File: src/rtl/sar_search_8b.sv
// Successive-approximation search that recovers an unknown operand by steering an
// external comparator's B input and bisecting on its eq/gt/lt flags.
module sar_search_8b #(
  parameter int WIDTH   = 8,
  parameter int CMP_LAT = 0
) (
  input  logic             clk,
  input  logic             rst_n,
  input  logic             start,
  input  logic             s,
  input  logic             cmp_eq,
  input  logic             cmp_gt,
  input  logic             cmp_lt,
  output logic [WIDTH-1:0] probe,
  output logic             busy,
  output logic             done,
  output logic             found,
  output logic             err,
  output logic [WIDTH-1:0] result,
  output logic [3:0]       nprobe
);

  localparam int               WW       = (CMP_LAT > 0) ? $clog2(CMP_LAT + 1) : 1;
  localparam logic [WW-1:0]    LAT_W    = WW'(CMP_LAT);
  localparam logic [WIDTH:0]   HI_INIT  = {1'b0, {WIDTH{1'b1}}};
  localparam logic [WIDTH-1:0] MSB_MASK = {1'b1, {(WIDTH-1){1'b0}}};

  typedef enum logic [1:0] {IDLE, PROBE, DONE} state_t;

  state_t           state_q, state_d;
  logic [WIDTH:0]   lo_q, lo_d, hi_q, hi_d;
  logic [WW-1:0]    wait_q, wait_d;
  logic             s_q, s_d;
  logic [WIDTH-1:0] probe_q, probe_d;
  logic [WIDTH-1:0] result_q, result_d;
  logic [3:0]       nprobe_q, nprobe_d;
  logic             found_q, found_d, err_q, err_d;
  logic [WIDTH:0]   sum, mid;
  logic [WIDTH-1:0] cur_probe;

  // Flipping the MSB maps the signed range onto an ascending unsigned index.
  function automatic logic [WIDTH-1:0] to_probe(input logic [WIDTH-1:0] u, input logic sgn);
    return sgn ? (u ^ MSB_MASK) : u;
  endfunction

  // One extra bit keeps lo+hi exact at the top of the range.
  assign sum       = lo_q + hi_q;
  assign mid       = sum >> 1;
  assign cur_probe = to_probe(mid[WIDTH-1:0], s_q);

  assign probe   = (state_q == PROBE) ? cur_probe : probe_q;
  assign probe_d = probe;
  assign busy    = (state_q == PROBE);
  assign done    = (state_q == DONE);
  assign found   = found_q;
  assign err     = err_q;
  assign result  = result_q;
  assign nprobe  = nprobe_q;

  always_ff @(posedge clk) begin
    if (!rst_n) begin
      state_q  <= IDLE;
      lo_q     <= '0;
      hi_q     <= '0;
      wait_q   <= '0;
      s_q      <= 1'b0;
      probe_q  <= '0;
      result_q <= '0;
      nprobe_q <= '0;
      found_q  <= 1'b0;
      err_q    <= 1'b0;
    end else begin
      state_q  <= state_d;
      lo_q     <= lo_d;
      hi_q     <= hi_d;
      wait_q   <= wait_d;
      s_q      <= s_d;
      probe_q  <= probe_d;
      result_q <= result_d;
      nprobe_q <= nprobe_d;
      found_q  <= found_d;
      err_q    <= err_d;
    end
  end

  always_comb begin
    state_d  = state_q;
    lo_d     = lo_q;
    hi_d     = hi_q;
    wait_d   = wait_q;
    s_d      = s_q;
    result_d = result_q;
    nprobe_d = nprobe_q;
    found_d  = found_q;
    err_d    = err_q;
    unique case (state_q)
      IDLE: begin
        if (start) begin
          s_d      = s;
          lo_d     = '0;
          hi_d     = HI_INIT;
          wait_d   = '0;
          nprobe_d = '0;
          found_d  = 1'b0;
          err_d    = 1'b0;
          state_d  = PROBE;
        end
      end
      PROBE: begin
        if (wait_q != LAT_W) begin
          wait_d = wait_q + WW'(1);
        end else begin
          wait_d   = '0;
          nprobe_d = nprobe_q + 4'd1;
          unique case ({cmp_eq, cmp_gt, cmp_lt})
            3'b100: begin
              result_d = cur_probe;
              found_d  = 1'b1;
              state_d  = DONE;
            end
            3'b010: begin
              if (mid == hi_q) begin
                err_d   = 1'b1;
                state_d = DONE;
              end else begin
                lo_d = mid + (WIDTH+1)'(1);
              end
            end
            3'b001: begin
              if (mid == lo_q) begin
                err_d   = 1'b1;
                state_d = DONE;
              end else begin
                hi_d = mid - (WIDTH+1)'(1);
              end
            end
            default: begin
              // Zero or multiple flags means the comparator cannot be trusted.
              err_d    = 1'b1;
              result_d = cur_probe;
              state_d  = DONE;
            end
          endcase
        end
      end
      DONE: state_d = IDLE;
      default: state_d = IDLE;
    endcase
  end

endmodule

File: config.mk
export PLATFORM = sky130hd
export DESIGN_NAME = sar_search_8b
export DESIGN_NICKNAME = d
export VERILOG_FILES = /design/src/rtl/sar_search_8b.sv
export SDC_FILE = /design/constraint.sdc
export NUM_CORES = 1
export LEC_CHECK = 0
export BUFFER_PORTS_ARGS = -buffer_cell sky130_fd_sc_hd__buf_2
export CAP_MARGIN = 15
export CORE_ASPECT_RATIO = 1.75
export CORE_MARGIN = 3
export CORE_UTILIZATION = 30
export CTS_BUF_LIST = sky130_fd_sc_hd__clkbuf_4
export DETAILED_ROUTE_END_ITERATION = 8
export SETUP_SLACK_MARGIN = 0.3
export SLEW_MARGIN = 20
export SYNTH_ARGS = -nofsm -noshare
export SYNTH_HDL_FRONTEND = slang
export SYNTH_SLANG_ARGS = --single-unit
File: constraint.sdc
create_clock -name clk -period 4.6 [get_ports clk]
set_input_delay 0.23 -clock clk [delete_from_list [all_inputs] [get_ports clk]]
set_output_delay 0.23 -clock clk [all_outputs]
set_load 0.01 [all_outputs]
## Word level (Yosys, flattened, before mapping)

Cells that the tools add are included.

- Bits in registers: 44
- Input port bits: 7
- Output and inout port bits: 24
- Logic and storage cells: 79

- Add/subtract/negate cells: 5
- Equality and inequality tests: 17
- Muxes and demuxes: 32
- Bitwise operators: 3
- Reduce and logical (&&, ||, !) cells: 12

Operators by type and width:

| kind | count |
|---|---|
| 2-to-1 mux 9 bit | 8 |
| one-hot mux 9 bit (2 select lines) | 2 |
| equality test 8 x 9 -> 1 bit | 2 |
| 2-to-1 mux 8 bit | 2 |
| != test 2 bit, second input constant | 5 |
| AND reduction 5 bit | 2 |
| adder 8 x 1 -> 9 bit, second input constant | 1 |
| adder 9 bit | 1 |
| subtractor 8 x 1 -> 9 bit, second input constant | 1 |
| 2-to-1 mux 2 bit | 4 |
| 2-to-1 mux 4 bit | 2 |
| one-hot mux 2 bit (2 select lines) | 2 |
| one-hot mux 4 bit (2 select lines) | 1 |
| AND reduction 4 bit | 2 |
| 2-to-1 mux 1 bit | 7 |
| != test 2 x 1 -> 1 bit, second input constant | 3 |
| != test 3 bit, second input constant | 2 |
| one-hot mux 1 bit (2 select lines) | 3 |
| AND reduction 3 bit | 2 |
| AND reduction 6 bit | 1 |
| adder 4 x 1 -> 4 bit, second input constant | 1 |
| AND reduction 2 bit | 2 |
| equality test 3 x 1 -> 1 bit, second input constant | 1 |
| equality test 3 x 2 -> 1 bit, second input constant | 1 |
| 9 further kinds | 11 |

## Depth between registers and ports, before layout

- Depth in word-level cells: 6
- Gate-level depth with buffers: 13
- Gate-level depth less buffers: 10

## Worst setup path before layout

OpenSTA, ideal clock, no wires.

- Path type: register to register
- Start: register lo_q[1]
- End: register lo_q[8]
- Arrival: 2.972 ns
- Required time: 4.528 ns
- Setup slack: 1.556 ns
- Stages on the path, launching flop included: 13
- Clock period less this slack: 3.044 ns
- Cells stage by stage: dfxtp_1 > inv_1 > fa_1 > buf_2 > xnor2_1 > a211oi_1 > o21ai_0 > a2111oi_2 > o2111ai_1 > or4b_1 > buf_6 > a21oi_4 > mux2i_1

- Longest elaborated chain between the ends: 6
- Elaborated cells between the ends (all ways): 9
- Classes of those cells: add/sub: 2; eq/ne: 2; mux: 4; reduce/logical: 1

Ends and longest elaborated chain:

| element | RTL line | RTL |
|---|---|---|
| start: declaration | 31 | `logic [WIDTH:0] lo_q, lo_d, hi_q, hi_d;` |
| start signal: assignment | 74 | `lo_q <= lo_d;` |
| adder 9 bit (*) | 47 | `assign sum = lo_q + hi_q;` |
| adder 8 x 1 -> 9 bit | 126 | `lo_d = mid + (WIDTH+1)'(1);` |
| 2-to-1 mux 9 bit | 122 | `if (mid == hi_q) begin` |
| 2-to-1 mux 9 bit | 115 | `unique case ({cmp_eq, cmp_gt, cmp_lt})` |
| 2-to-1 mux 9 bit | 110 | `if (wait_q != LAT_W) begin` |
| one-hot mux 9 bit (2 select lines) | 96 | `unique case (state_q)` |

Mark *: on every way between the ends. The rest lies on a longest branch, timed or not. The select of a mux whose other input is x is not followed.
A chain may end at the register's enable or synchronous reset.

## Worst setup path after layout

- Start: register lo_q[1]
- End: register hi_q[7]

- Longest elaborated chain between the ends: 6
- Elaborated cells between the ends (all ways): 9
- Classes of those cells: add/sub: 2; eq/ne: 2; mux: 4; reduce/logical: 1

Ends and longest elaborated chain:

| element | RTL line | RTL |
|---|---|---|
| adder 9 bit | 47 |  |
| subtractor 8 x 1 -> 9 bit | 134 | `hi_d = mid - (WIDTH+1)'(1);` |
| 2-to-1 mux 9 bit | 130 | `if (mid == lo_q) begin` |
| 2-to-1 mux 9 bit | 115 |  |
| 2-to-1 mux 9 bit | 110 |  |
| one-hot mux 9 bit (2 select lines) | 96 |  |
| end signal: assignment | 75 | `hi_q <= hi_d;` |
| end: declaration | 31 |  |

Parallel ways exist; a longest one is shown, timed or not. The select of a mux whose other input is x is not followed.

==> results.toml <==
[outcome]
status = "finished clean"

[setup_path]
worst_path_largest_cell_delay_ns = 0.84
worst_r2r_setup_slack_ns = 0.87
critPathRequiredTime_ns = 4.91
critical_path_arrival_ns = 4.04
crit_start = "lo_q[1]"
setup.worst_path.class = "reg2reg"
worst_r2r_endpoint = "hi_q[7]"
rr_startpoint = "lo_q[1]"
startpoint_type = "flip-flop"
endpoint_kind = "flip-flop"
crit_slowest_cell = "sky130_fd_sc_hd__xnor2_1"
critical_path.cell_chain = "inv_1 -> fa_1 -> or2b_2 -> o2bb2ai_1 -> xnor2_1 -> nand3_1 -> or4_1 -> xor2_1 -> nor2_1 -> a211oi_1"
reg2reg_depth = 10
worst_path_fanout_max = 8

[global_route]
grtUsageTotal_pct = 15.3
wire_length_of_the_first_global_routing_pass_mm = 13.5
grt_antenna_before_repair = 1
grt_max_degree = 31
grt_remaining_overflow = 0
grt_pass1_vias = 2666

[synthesis]
synthesis.nets = 394
share_of_synthesized_cell_area_in_and_or_nand_and_nor_gates_pct = 27.9
synth_top_flop_cell = "sky130_fd_sc_hd__dfxtp_1"
yosys.area_share.adder_pct = 4.80
synth.top_cell.area_share_pct = 28.5
top_cell_types_by_occurrence_after_synthesis = "43 x sky130_fd_sc_hd__dfxtp_1, 41 x sky130_fd_sc_hd__nand2_1, 41 x sky130_fd_sc_hd__nor2_1, 24 x sky130_fd_sc_hd__a21oi_1, 21 x sky130_fd_sc_hd__xnor2_1"
synth_area_leader_cell = "sky130_fd_sc_hd__dfxtp_1"
synthesis.instances = 376
synthesized_area_fraction_occupied_by_ao_oa_aoi_and_oai_cells_pct = 18.2
yosys_register_bits = 43
yosys.cell_types.count = 68
synth_enable_flop_cells = 0
synth_async_sr_flop_share_pct = 0
yosys.cell_count.top_type = "sky130_fd_sc_hd__dfxtp_1"
avgSynthCellArea_um2 = 8.05
ys_top_cells_by_area = "sky130_fd_sc_hd__dfxtp_1 28%, sky130_fd_sc_hd__xnor2_1 6.1%, sky130_fd_sc_hd__nand2_1 5.1%"
main_combinational_cell_family_by_area_after_synthesis = "simple AND/OR/NAND/NOR gates"
seq_area_frac_synth_pct = 28.5
yosys.area_share.xor_xnor_pct = 11.8
cell_area_after_synthesis_um2 = 3030
synth_warnings = 0
synth.area.mux_share_pct = 1.99

[cts]
clkLatencyLatePin_ns = 0.38
max-clock-path-buffers = 2
clock_sink_count = 43
cts-root-buf = "sky130_fd_sc_hd__clkbuf_4"
hold_buffers = 0
post_cts_resize_count = 0
post_cts.repair.setup_buffers = 0
cts_buffers = 5
cts_tree = "done"
clk_pin_slew_worst_paths_ns = 0.14
h_tree_levels = 2

[sta]
achievable_freq_mhz = 268
period_utilization_post_route_pct = 81.0
slew_headroom_pct = 28.2
report.final.slew_viol_count = 0
setup_violations = 0
rsz_0062_raised_after_global_routing = "no"
timing.final.crit_period_ns = 3.73
hold-worst-slack_ns = 0.0994
setup_tns_ns = 0
finClkSkew_ns = 0.0229
worst_pin_slew_ns = 1.07
finalHoldViolCount = 0

[placed_design]
numPortBuffers = 30
gpl.final_weighted_congestion = 0.949
dpl.hpwl_mm = 6.32

[layout]
layout-area-overhead-vs-synth_pct = 7.53
drive_gt1_share_pct = 15.0
final_nets = 411

[power_and_ir_drop]
sw_frac_of_total_pct = 34.8
netSwitchingPower_mw = 0.284
proportion_of_power_drawn_by_combinational_gates_pct = 28.8
ir_drop_v = 0.000225
power_per_cell_area_nw_per_um2 = 251
clock_power_share_pct = 21.9
p_int_mw = 0.532
total_leakage_power_nw = 1.32
pwr-share-seq_pct = 49.3

[die]
die_x_um = 81.9
site_rows = 47
initial_core_util_pct = 31.4
ioPinCount = 31
core_region_area_um2 = 9640
die-area_um2 = 11400
dieHeight_um = 139

[drt]
first_pass_drt_iterations = 4
drt_via_density = 5.28
drt_drc_violations_left = 0
antenna_left = 0
route.final.wire_length_mm = 8.36
detail_route.wl_per_cell_um = 16.2
drt_first_iter_violations = 204
route.vias.total = 2724

[worst_hold_path]
hold-path-cell-count = 3
hp-start = "s"
whs_endpoint = "s_q"
hold_class = "in2reg"

[flow_run]
cap_viol_max_count = 0
power by group through the flow:
stage          clock network [mW]  registers [mW]  logic [mW]
2_1_floorplan                   0           0.408       0.178
3_3_place_gp                    0           0.410       0.232
3_5_place_dp                    0           0.411       0.233
4_1_cts                     0.187           0.402       0.235
5_1_grt                     0.195           0.405       0.258
6_report                    0.179           0.402       0.235
placed cells by master, fill, tap and decap left out, types with 3 or more instances in the layout:
cell / instances
sky130_fd_sc_hd__a211oi_1: 9
sky130_fd_sc_hd__a21oi_1: 24
sky130_fd_sc_hd__a2bb2oi_1: 3
sky130_fd_sc_hd__a31oi_1: 3
sky130_fd_sc_hd__and2_1: 13
sky130_fd_sc_hd__buf_2: 30
sky130_fd_sc_hd__buf_4: 5
sky130_fd_sc_hd__clkbuf_4: 5
sky130_fd_sc_hd__clkinv_1: 3
sky130_fd_sc_hd__dfxtp_1: 43
sky130_fd_sc_hd__ha_1: 10
sky130_fd_sc_hd__inv_1: 9
sky130_fd_sc_hd__mux2i_1: 6
sky130_fd_sc_hd__nand2_1: 41
sky130_fd_sc_hd__nand2b_1: 3
sky130_fd_sc_hd__nand3_1: 9
sky130_fd_sc_hd__nand4_1: 7
sky130_fd_sc_hd__nor2_1: 41
sky130_fd_sc_hd__nor3_1: 11
sky130_fd_sc_hd__nor3b_1: 4
sky130_fd_sc_hd__nor4_1: 9
sky130_fd_sc_hd__o21a_1: 7
sky130_fd_sc_hd__o21ai_0: 14
sky130_fd_sc_hd__or3_1: 4
sky130_fd_sc_hd__xnor2_1: 21
sky130_fd_sc_hd__xor2_1: 10
per-stage QoR:
stage          util [%]  total power, mW  setup WS, ns  cell area [um2]  cells
2_1_floorplan         -            0.586          1.56             3030    376
3_3_place_gp       33.2            0.642         0.894             3200    508
3_5_place_dp       33.2            0.644         0.837             3200    508
4_1_cts            33.7            0.824         0.834             3250    515
5_1_grt            33.7            0.857         0.669             3250    516
6_report           33.7            0.816         0.873             3250    516
logic make-up after synthesis:
logic type,after synthesis
adders and majority gates,11
buffers and inverters,36
DFF,43
muxes,6
AOI/OAI and AO/OA,81
and+or+nand+nor,164
xor gates and xnor gates,35
worst max-delay path, delay by kind of cell (launching register included):
family,cells,cell delay [ns]
buffers and inverters,1,0.09
adder cells (fa/ha/maj),1,0.48
flip-flops,1,0.38
AO/OA/AOI/OAI,2,0.42
XOR/XNOR,2,1.00
AND/OR/NAND/NOR,4,1.29
registers in the layout, summed over array words and instances, names as in the netlist:
signal	cells
probe_q	8
s_q	1
found	1
hi_q	9
lo_q	9
nprobe	4
state_q	2
result	8
err	1
layer usage:
layer | GRT usage [%] | share of wire (%)
met5 | 0 | 0
met4 | 8.23 | 4.1
met3 | 1.82 | 3.6
met2 | 27.8 | 54
met1 | 16.3 | 38
worst max-delay path by stage:
stage	endpoint	slack, ns	cells after the start
floorplan	lo_q[8]	1.56	12
global placement	hi_q[7]	0.89	10
detailed placement	hi_q[7]	0.84	10
CTS	hi_q[7]	0.83	10
global route	hi_q[7]	0.67	10
finish	hi_q[7]	0.87	10
layout make-up:
cell class	count	area, um2
fillers	1027	6390
multi-input cells	297	1960
flip-flops and latches	43	861
repair buffers	35	188
well taps	122	153
inverters	11	41.3
clock buffers	5	37.5
clock inverters	2	8.76
diodes	1	2.50
Power figures use the tool's default switching activity.
